<file path="src/rtl/q_update_engine.sv">
`default_nettype none
// ============================================================================
//  Module   : q_update_engine
//  Purpose  : Single tabular Q-learning update. Captures (action, reward, Q),
//             streams the next-state Q row to find its signed max/argmax,
//             then computes
//                Q' = Q + alpha * (r + gamma * max(Q(s',.)) - Q)
//             with alpha = 2^-ALPHA_SHIFT, gamma = 1 - 2^-GAMMA_SHIFT.
//  Options  : Q_TERMINAL_EN adds start_terminal; a terminal transition skips
//             the row stream and uses max = 0.
//  Revision : 1.0 - initial release
// ============================================================================
module q_update_engine #(
   parameter int N_ACTIONS   = 9,
   parameter int DATA_W      = 16,
   parameter int REWARD_W    = 8,
   parameter int ALPHA_SHIFT = 1,
   parameter int GAMMA_SHIFT = 3,
   localparam int AW         = $clog2(N_ACTIONS)
) (
   input  logic              clock,
   input  logic              reset_n,
   // transaction start
   input  logic              start_valid,
   output logic              start_ready,
   input  logic [AW-1:0]     start_action,
   input  logic [REWARD_W-1:0] start_reward,
   input  logic [DATA_W-1:0] start_q,
`ifdef Q_TERMINAL_EN
   input  logic              start_terminal,
`endif
   // next-state row stream
   input  logic              qn_valid,
   output logic              qn_ready,
   input  logic [DATA_W-1:0] qn_data,
   // result
   output logic              out_valid,
   input  logic              out_ready,
   output logic [DATA_W-1:0] out_q_new,
   output logic [DATA_W-1:0] out_q_max,
   output logic [AW-1:0]     out_argmax,
   output logic [AW-1:0]     out_action,
   output logic              busy
);

   localparam int            IW        = DATA_W + 2;
   localparam logic [AW-1:0] LAST_BEAT = AW'(N_ACTIONS - 1);

   typedef enum logic [1:0] {
      IDLE   = 2'd0,
      STREAM = 2'd1,
      CALC   = 2'd2,
      DONE   = 2'd3
   } state_t;

   state_t state, state_next;

   logic [AW-1:0]              beat_cnt;
   logic [AW-1:0]              act_r;
   logic [AW-1:0]              arg_r;
   logic signed [REWARD_W-1:0] reward_r;
   logic signed [DATA_W-1:0]   q_cur;
   logic signed [DATA_W-1:0]   q_max;
   logic signed [DATA_W-1:0]   q_new_r;

   logic start_fire;
   logic beat_fire;
   logic is_better;
   logic terminal_in;

   logic signed [IW-1:0] qmax_ext;
   logic signed [IW-1:0] q_ext;
   logic signed [IW-1:0] reward_ext;
   logic signed [IW-1:0] discounted;
   logic signed [IW-1:0] delta;

`ifdef Q_TERMINAL_EN
   assign terminal_in = start_terminal;
`else
   assign terminal_in = 1'b0;
`endif

   assign start_fire = start_valid && start_ready;
   assign beat_fire  = qn_valid && qn_ready;
   // First beat always seeds the max; later beats replace only when strictly
   // greater, so ties keep the lowest index.
   assign is_better  = (beat_cnt == '0) || ($signed(qn_data) > q_max);

   // Arithmetic runs two bits wider than the data so r + g - q cannot wrap.
   assign qmax_ext   = {{2{q_max[DATA_W-1]}}, q_max};
   assign q_ext      = {{2{q_cur[DATA_W-1]}}, q_cur};
   assign reward_ext = {{(IW-REWARD_W){reward_r[REWARD_W-1]}}, reward_r};
   assign discounted = qmax_ext - (qmax_ext >>> GAMMA_SHIFT);
   assign delta      = reward_ext + discounted - q_ext;

   // State register.
   always_ff @(posedge clock or negedge reset_n) begin
      if (!reset_n) begin
         state <= IDLE;
      end else begin
         state <= state_next;
      end
   end

   // Next-state and handshake outputs.
   always_comb begin
      state_next  = state;
      start_ready = 1'b0;
      qn_ready    = 1'b0;
      out_valid   = 1'b0;
      busy        = 1'b1;
      case (state)
         IDLE: begin
            start_ready = 1'b1;
            busy        = 1'b0;
            if (start_valid) begin
               state_next = terminal_in ? CALC : STREAM;
            end
         end
         STREAM: begin
            qn_ready = 1'b1;
            if (qn_valid && (beat_cnt == LAST_BEAT)) begin
               state_next = CALC;
            end
         end
         CALC: begin
            state_next = DONE;
         end
         DONE: begin
            out_valid = 1'b1;
            if (out_ready) begin
               state_next = IDLE;
            end
         end
         default: begin
            state_next = IDLE;
         end
      endcase
   end

   // Datapath: capture on start, running max during the stream, result in CALC.
   always_ff @(posedge clock or negedge reset_n) begin
      if (!reset_n) begin
         beat_cnt <= '0;
         act_r    <= '0;
         arg_r    <= '0;
         reward_r <= '0;
         q_cur    <= '0;
         q_max    <= '0;
         q_new_r  <= '0;
      end else begin
         if (start_fire) begin
            act_r    <= start_action;
            reward_r <= start_reward;
            q_cur    <= start_q;
            beat_cnt <= '0;
            // Zero seed doubles as the terminal-transition max/argmax.
            q_max    <= '0;
            arg_r    <= '0;
         end else if (beat_fire) begin
            if (is_better) begin
               q_max <= qn_data;
               arg_r <= beat_cnt;
            end
            beat_cnt <= beat_cnt + 1'b1;
         end
         if (state == CALC) begin
            q_new_r <= DATA_W'(q_ext + (delta >>> ALPHA_SHIFT));
         end
      end
   end

   assign out_q_new  = q_new_r;
   assign out_q_max  = q_max;
   assign out_argmax = arg_r;
   assign out_action = act_r;

endmodule
`default_nettype wire
</file>
<file path="config.mk">
export PLATFORM = sky130hd
export DESIGN_NAME = q_update_engine
export DESIGN_NICKNAME = d
export VERILOG_FILES = /design/src/rtl/q_update_engine.sv
export SDC_FILE = /design/constraint.sdc
export NUM_CORES = 1
export LEC_CHECK = 0
export CELL_PAD_IN_SITES_DETAIL_PLACEMENT = 1
export CELL_PAD_IN_SITES_GLOBAL_PLACEMENT = 1
export CORE_MARGIN = 2
export CORE_UTILIZATION = 41
export DETAILED_ROUTE_END_ITERATION = 10
export PLACE_DENSITY = 0.91
export SYNTH_ARGS = -nofsm -noshare
export SYNTH_HDL_FRONTEND = slang
export SYNTH_SLANG_ARGS = --single-unit
</file>
<file path="constraint.sdc">
create_clock -name clock -period 5.55 [get_ports clock]
set_input_delay 1.11 -clock clock [delete_from_list [all_inputs] [get_ports clock]]
set_output_delay 1.11 -clock clock [all_outputs]
set_load 0.005 [all_outputs]
</file>
==> flow_summary.json, run 1 <==
{
  "fin_area_um2": 6706,
  "hold_path_class": "reg -> reg",
  "ys_top_cells_by_area": "dfrtp_1, ha_1, fa_1",
  "diodes": 0,
  "status": "completed",
  "ff2ff_path_depth": 18,
  "start_kind": "register",
  "ys_ff_latch": 70,
  "min_period_over_period": 0.8523,
  "routedWlPerCell_um": 18.30,
  "path_max_fanout": 5,
  "cts_made_buffers": 9,
  "grt_max_degree": 71,
  "grt_remaining_overflow": 0,
  "synth_top_family_by_area": "adder cells",
  "hold_viol": 0,
  "endpoint_kind": "register",
  "firstDrtPassIters": 4,
  "routed_wl_um": 14990,
  "design.portCount": 93,
  "clock-sinks": 70,
  "clk_pin_slew_worst_paths_ps": 60,
  "fin_crit_ps": 4730,
  "tritoncts": "built",
  "grt_pass1_wl_um": 25190,
  "drtAntennaViolNets": 0,
  "syn-num-nets": 685,
  "cts-root-buf": "clkbuf_16",
  "post-dp-hpwl_um": 11910,
  "n_fill_cell": 1424,
  "vias": 4348,
  "dpl_cell_area_um2": 6404,
  "setup_viol": 0,
  "synth-compound-area-share": 0.1739,
  "arrival_ps": 4910,
  "yosysWarningCount": 0,
  "worst-setup-path-type": "reg -> reg",
  "dieWidth_um": 117.9,
  "synth_top_area_frac": 0.3295,
  "ys_types": 50,
  "ys.flop_type": "dfrtp_1",
  "reg2reg_slack_ps": 820,
  "synth_edf_count": 0,
  "synthSimpleGateAreaFrac": 0.1043,
  "grt_pass1_vias": 5005,
  "fin_ws_ps": 819.8,
  "maxSlewHeadroom": 0.3903,
  "viasPerCell": 5.309,
  "setup_tns_ps": 0,
  "die_y_um": 117.9,
  "area_growth_syn_to_layout_pct": 26.15,
  "drc": 0,
  "multi_input_comb_area_um2": 3262,
  "postCtsSetupRepairBufs": 0,
  "hold_buffers": 0,
  "synthXorXnorAreaFrac": 0.05601,
  "gp_congestion": 0.9237,
  "grt_antenna_before_repair": 0,
  "rows": 41,
  "place_ws_ps": 856.5,
  "h-tree-depth": 3,
  "tightest_slew_ps": 914.6,
  "core_area_um2": 12620,
  "syn_avg_cell_area_um2": 9.684,
  "layout-drive-gt1-share": 0.05255,
  "drv_cap": 0,
  "synth.mux.area_fraction": 0.02942,
  "syn_inst": 549,
  "grt_setup_unrepaired": "no",
  "nets": 778,
  "die_area_um2": 13890,
  "reg2reg_from": "out_q_max[3]",
  "drt_iter0_drc": 140,
  "async_reset_ff_frac": 1.000,
  "clock-skew-final_ps": 6.915,
  "grtUsageTotal": 0.2277,
  "max_freq_ghz": 0.2114,
  "synth_area_um2": 5316,
  "yosysTopAreaCell": "dfrtp_1",
  "regArea_um2": 1752,
  "portBuffers": 92,
  "finalMaxSlewViolations": 0,
  "worstSetupEndpoint": "out_q_new[14]",
  "postCtsResizedCells": 0,
  "initial_utilization": 0.4213,
  "synthAdderAreaFrac": 0.2499,
  "clockBufferDepth": 2,
  "clk_latency_ps": 350,
  "hold_slack_ps": 477.2,
  "startpoint": "out_q_max[3]",
  "ys_seq_area_frac": 0.3295,
  "worst_ep_required_time_ps": 5730,
  "r2r_end": "out_q_new[14]"
}
-- flip-flops by register name (all words and copies together) (netlist names) --
| name | flops |
|---|---|
| reward_r | 8 |
| beat_cnt | 4 |
| out_q_max | 16 |
| state | 2 |
| out_argmax | 4 |
| out_action | 4 |
| out_q_new | 16 |
| q_cur | 16 |
-- cells in the mapped netlist, types with 2 or more instances --
library cell and n:
nor3_1 4, nand2b_1 3, ha_1 55, a21oi_1 42, xnor2_1 25, o211ai_1 3, o21bai_1 4, a21o_1 17
mux2_2 13, clkbuf_1 7, dfrtp_1 70, and2_1 2, o21a_1 3, fa_1 32, o21ai_1 6, nor2_1 19
inv_1 65, buf_2 2, a22o_1 21, o31ai_1 3, o21ai_0 25, a211oi_1 3, nor2b_1 2, nand3_1 7
xor2_1 9, o22ai_1 2, nand2_1 80, a31oi_1 3
-- kinds of logic after synthesis --
kind of cell / count (synthesis)
multiplexers: 14
XOR/XNOR: 34
AND/OR/NAND/NOR: 126
AO/OA/AOI/OAI: 141
flip-flops: 70
buffers and inverters: 77
adder cells (fa/ha/maj): 87
-- metal layers --
| layer | GRT usage | wire (um) | up-vias |
|---|---|---|---|
| li1 | - | - | 2053 |
| met1 | 0.2840 | 6599 | 2186 |
| met2 | 0.4012 | 7621 | 90 |
| met3 | 0.04748 | 572 | 19 |
| met4 | 0.05873 | 193 | 0 |
| met5 | 0 | 0 | - |
-- final cells by class --
cell class	instances	area share
clock buffer	13	0.03881
clock inverter	3	0.006343
inverter	65	0.03638
multi-input combinational	402	0.4864
sequential	70	0.2612
tap	172	0.03209
timing repair buffer	94	0.1388
-- worst min path at each step --
stage | from | endpoint | cells past startpoint
final | out_action[3] | out_action[3] | 2
after global routing | out_action[3] | out_action[3] | 2
after CTS | out_action[3] | out_action[3] | 2
after detailed placement | out_action[2] | out_action[2] | 2
after global placement | out_action[2] | out_action[2] | 2
after floorplan | out_action[0] | out_action[0] | 2
-- through the flow --
stage,utilization,std cells
after global placement,0.5074,803
final,0.5314,819
after floorplan,-,549
after CTS,0.5314,819
after global routing,0.5314,819
after detailed placement,0.5074,803
-- worst max-delay path, stage by stage (launching register included) --
cell	delay, ps
dfrtp_1	380
inv_1	120
fa_1	520
inv_1	50
fa_1	490
nor2_1	60
fa_1	430
a211oi_1	380
o21ai_1	180
a31oi_1	340
xnor2_1	170
ha_1	310
a21o_1	210
a211o_1	310
a21oi_1	150
nor2_1	50
o21ai_1	110
xor2_1	200
a21oi_1	100
-- cell usage in the layout, fill, tap and decap left out, types with 13 or more instances in the layout --
master / instances
xnor2_1: 25
clkdlybuf4s50_1: 91
a22o_1: 21
nand2_1: 80
fa_1: 32
a21o_1: 17
ha_1: 55
dfrtp_1: 70
o21ai_0: 25
a21oi_1: 42
mux2_2: 13
nor2_1: 19
inv_1: 65
Power of run 1 is left out: the tool's default activity adds up to more than one toggle a clock period on the data nets, which glitch-free logic cannot reach.
==> run 2, diff against run 1 <==
--- a/config.mk
+++ b/config.mk
@@ -8,9 +8,11 @@
 export CELL_PAD_IN_SITES_DETAIL_PLACEMENT = 1
 export CELL_PAD_IN_SITES_GLOBAL_PLACEMENT = 1
 export CORE_MARGIN = 2
-export CORE_UTILIZATION = 41
+export CORE_UTILIZATION = 37
+export CTS_CLUSTER_SIZE = 30
 export DETAILED_ROUTE_END_ITERATION = 10
-export PLACE_DENSITY = 0.91
+export PLACE_DENSITY = 0.87
 export SYNTH_ARGS = -nofsm -noshare
 export SYNTH_HDL_FRONTEND = slang
 export SYNTH_SLANG_ARGS = --single-unit
+export TNS_END_PERCENT = 30
==> constraint.sdc (replaced) <==
create_clock -name clock -period 4.02 [get_ports clock]
set_input_delay 0.804 -clock clock [delete_from_list [all_inputs] [get_ports clock]]
set_output_delay 0.804 -clock clock [all_outputs]
set_load 0.005 [all_outputs]
==> flow_summary.json, run 2 (synthesized netlist as in run 1, its figures left out) <==
{
  "post-dp-hpwl_um": 13910,
  "tritoncts": "built",
  "portBuffers": 92,
  "gp_congestion": 0.9014,
  "h-tree-depth": 3,
  "tightest_slew_ps": 1004,
  "crit_chain": "fa_1 > fa_1 > inv_1 > ha_1 > o21ai_1 > o21ai_2 > a31o_1 > a21oi_2 > xnor2_1 > ha_1 > a21oi_2 > o21ai_2 > a21oi_1 > o21ai_1 > a21oi_1 > xnor2_1 > mux2_4",
  "final_cell_mix": "buf_4, clkdlybuf4s50_1, nand2_1",
  "layout-drive-gt1-share": 0.2765,
  "design.portCount": 93,
  "clk_latency_ps": 360,
  "grt_pass1_vias": 5841,
  "grt_max_degree": 47,
  "routedWlPerCell_um": 24.11,
  "drv_cap": 0,
  "final_common_cell": "buf_4",
  "clock-skew-final_ps": 7.719,
  "hold_path_class": "in -> async",
  "finalMaxSlewViolations": 0,
  "routed_wl_um": 22570,
  "nets": 887,
  "vias": 5316,
  "core_area_um2": 13930,
  "hold_slack_ps": 406.1,
  "setup_viol": 10,
  "critPathSlowestCell": "fa_1",
  "hold_viol": 0,
  "cts-root-buf": "clkbuf_16",
  "clockBufferDepth": 2,
  "grt_setup_unrepaired": "yes",
  "die_y_um": 123.9,
  "worst_ep_required_time_ps": 4260,
  "initial_utilization": 0.3815,
  "reg2reg_slack_ps": -700,
  "die_area_um2": 15340,
  "arrival_ps": 4960,
  "r2r_end": "out_q_new[12]",
  "worst-setup-path-type": "reg -> reg",
  "slowest_delay_ps": 550,
  "critical-path-top-delay-family": "adder cells",
  "post-route-util": 0.5656,
  "violations": "setup timing",
  "max_freq_ghz": 0.2117,
  "start_kind": "register",
  "ff2ff_path_depth": 17,
  "dieWidth_um": 123.9,
  "drt_iter0_drc": 278,
  "maxSlewHeadroom": 0.3306,
  "fin_crit_ps": 4723,
  "min_period_over_period": 1.175,
  "clock-sinks": 70,
  "diodes": 0,
  "clk_pin_slew_worst_paths_ps": 60,
  "cts_made_buffers": 9,
  "grt_antenna_before_repair": 0,
  "viasPerCell": 5.679,
  "reg2reg_from": "out_q_max[6]",
  "status": "finished with violations",
  "area_growth_syn_to_layout_pct": 48.25,
  "firstDrtPassIters": 5,
  "grtUsageTotal": 0.2602,
  "grt_pass1_wl_um": 29680,
  "rows": 43,
  "grt_remaining_overflow": 0,
  "drtAntennaViolNets": 0,
  "path_buf_inv": 1,
  "endpoint_kind": "register",
  "path_max_fanout": 4,
  "drc": 0,
  "fin_ws_ps": -703.2
}
run 2: cell types whose count changed in the layout (fill, tap and decap cells not counted), moves of 4 or more:
cell,change
inv_2,+10
ha_1,-7
o21ai_2,+4
fa_2,+4
a21oi_1,-17
buf_4,+109
a21oi_2,+14
fa_1,-4
ha_4,+7
inv_1,-10
run 2: worst register-to-register path, stage by stage, from the launching register on:
cell     delay, ps
dfrtp_2        460
fa_1           510
fa_1           550
inv_1           70
ha_1           390
o21ai_1        360
o21ai_2        160
a31o_1         210
a21oi_2        180
xnor2_1        190
ha_1           330
a21oi_2        210
o21ai_2         80
a21oi_1        220
o21ai_1        120
a21oi_1        190
xnor2_1        100
mux2_4         270
run 2: final cells by class:
| cell class | instances | area, um2 |
|---|---|---|
| multi-input combinational | 402 | 3633 |
| clock inverter | 6 | 36.28 |
| clock buffer | 10 | 239.0 |
| tap | 180 | 225.2 |
| timing repair buffer | 203 | 1749 |
| fill | 1528 | 6053 |
| inverter | 65 | 244.0 |
| sequential | 70 | 1754 |
run 2: metal layers:
| layer | up-vias | routed length [um] | global-route usage |
|---|---|---|---|
| met5 | - | 0 | 0 |
| met4 | 0 | 1305 | 0.1321 |
| met3 | 98 | 1241 | 0.06136 |
| met2 | 237 | 11560 | 0.4722 |
| met1 | 2703 | 8457 | 0.2813 |
| li1 | 2278 | - | - |
run 2: worst max path at each step:
stage                     slack [ps]             to    startpoint  cells after the start
after floorplan                  -20  out_q_new[13]  out_q_max[0]                     19
after global placement          -240  out_q_new[12]  out_q_max[6]                     18
after detailed placement        -400  out_q_new[12]  out_q_max[6]                     18
after CTS                       -350  out_q_new[12]  out_q_max[0]                     18
after global routing            -860  out_q_new[12]  out_q_max[3]                     18
final                           -700  out_q_new[12]  out_q_max[6]                     17
run 2: per-stage QoR:
stage,setup WS (ps),cell area [um2],instances,setup TNS [ps]
detailed placement,-404.0,7187,902,-2534
floorplan,-15.18,5405,549,-19.95
CTS,-351.0,7561,924,-2406
finish,-703.2,7881,936,-4779
global placement,-239.2,7187,902,-1070
global route,-859.9,7881,936,-6089
run 2: what timing repair did:
item | 4_1_cts | 5_1_grt
hold endpoints to repair | 0 | 0
buffers inserted | 6 | 12
gates cloned | 0 | 0
endpoints found under the setup margin | 10 | 11
gates resized for setup | 16 | 43
hold buffers | 0 | 0
pin swaps | 15 | 49
Power of run 2 is left out for the same reason.
==> run 3, diff against run 2 <==
--- a/config.mk
+++ b/config.mk
@@ -12,6 +12,7 @@
 export CTS_CLUSTER_SIZE = 30
 export DETAILED_ROUTE_END_ITERATION = 10
 export PLACE_DENSITY = 0.87
+export SLEW_MARGIN = 30
 export SYNTH_ARGS = -nofsm -noshare
 export SYNTH_HDL_FRONTEND = slang
 export SYNTH_SLANG_ARGS = --single-unit
==> flow_summary.json, run 3 (synthesized netlist as in run 1, its figures left out) <==
{
  "setup_viol": 10,
  "core_area_um2": 13930,
  "post-dp-hpwl_um": 13910,
  "nets": 884,
  "die_y_um": 123.9,
  "tritoncts": "built",
  "clock-sinks": 70,
  "routedWlPerCell_um": 23.03,
  "grt_setup_unrepaired": "yes",
  "layout-drive-gt1-share": 0.2669,
  "violations": "setup timing",
  "hold_slack_ps": 405.1,
  "path_max_fanout": 3,
  "drv_cap": 0,
  "worst-setup-path-type": "reg -> reg",
  "setup_tns_ps": -4319,
  "min_period_over_period": 1.165,
  "final_cell_mix": "buf_4, clkdlybuf4s50_1, nand2_1",
  "grt_max_degree": 47,
  "clockBufferDepth": 2,
  "status": "finished with violations",
  "initial_utilization": 0.3815,
  "grt_use_met1": 0.2813,
  "final_common_cell": "buf_4",
  "hold_viol": 0,
  "die_area_um2": 15340,
  "diodes": 0,
  "drc": 0,
  "drt_iter0_drc": 256,
  "dieWidth_um": 123.9,
  "drtAntennaViolNets": 0,
  "firstDrtPassIters": 5,
  "cts-root-buf": "clkbuf_16",
  "area_growth_syn_to_layout_pct": 46.93,
  "gp_congestion": 0.9014,
  "clk_latency_ps": 360,
  "tightest_slew_ps": 538.0,
  "endpoint_kind": "register",
  "grt_pass1_vias": 5841,
  "viasPerCell": 5.594,
  "grtUsageTotal": 0.2602,
  "fin_ws_ps": -663.7,
  "hold_buffers": 0,
  "grt_antenna_before_repair": 0,
  "maxSlewHeadroom": 0.6414,
  "cts_made_buffers": 9,
  "busiest_layer": "met2",
  "design.portCount": 93,
  "grtUsageMet2": 0.4722,
  "clk_pin_slew_worst_paths_ps": 60,
  "start_kind": "register",
  "grt_pass1_wl_um": 29680,
  "multi_input_comb_area_um2": 3586,
  "arrival_ps": 4920,
  "routed_wl_um": 21490,
  "finalMaxSlewViolations": 0,
  "met3_usage": 0.06136,
  "hold_path_class": "in -> async",
  "vias": 5219,
  "clock-skew-final_ps": 6.939,
  "h-tree-depth": 3,
  "n_fill_cell": 1528,
  "grt_remaining_overflow": 0,
  "worst_ep_required_time_ps": 4260,
  "fin_crit_ps": 4684,
  "rows": 43,
  "portBuffers": 92,
  "regArea_um2": 1754,
  "max_freq_ghz": 0.2135
}
-- run 3: worst paths after layout --
path | depth (start not counted) | start | slack, ps | to
hold / removal | 1 | reset_n | 410 | out_action[0]
hold reg to reg | 2 | out_action[2] | 480 | out_action[2]
setup reg to reg | 18 | out_q_max[5] | -660 | out_q_new[12]
min in group clock | 2 | out_action[2] | 480 | out_action[2]
setup / recovery | 18 | out_q_max[5] | -660 | out_q_new[12]
max in group asynchronous | 2 | reset_n | 2750 | q_cur[7]
-- run 3: critical path, stage by stage (launching register included) --
cell and delay, ps:
dfrtp_1 430, inv_1 120, fa_1 540, fa_1 570, inv_1 70, ha_1 370, o211ai_1 220, nand2_1 150
a31o_1 270, a21oi_2 140, xnor2_1 100, ha_1 380, nand2_2 130, nor3_4 190, o211ai_1 210, o21ai_1 180
a21oi_1 100, xnor2_1 140, mux2_4 260
-- run 3: layout make-up --
cell class                      instances  share of cell area
Tap cell                              180             0.02883
Clock buffer                           10             0.03059
Timing Repair Buffer                  200              0.2210
Sequential cell                        70              0.2246
Inverter                               65             0.03123
Multi-Input combinational cell        402              0.4591
Clock inverter                          6            0.004645
-- run 3: through the flow --
step           utilization  instance area, um2  std cells  setup slack [ps]
6_report            0.5606                7811        933            -663.7
3_5_place_dp        0.5158                7187        902            -404.0
3_3_place_gp        0.5158                7187        902            -239.2
5_1_grt             0.5606                7811        933            -796.8
4_1_cts             0.5426                7561        924            -351.0
2_1_floorplan            -                5405        549            -15.18
-- run 3: per-layer routing --
| layer | wire (um) | part of all wire |
|---|---|---|
| met1 | 7926 | 0.37 |
| met2 | 11170 | 0.52 |
| met3 | 1087 | 0.051 |
| met4 | 1309 | 0.061 |
| met5 | 0 | 0 |
-- run 3: what timing repair did --
action | 4_1_cts | 5_1_grt
pin swaps | 15 | 50
setup endpoints to repair | 10 | 11
gates resized for setup | 16 | 37
buffers inserted | 6 | 9
hold endpoints to repair | 0 | 0
Power of run 3 is left out for the same reason.
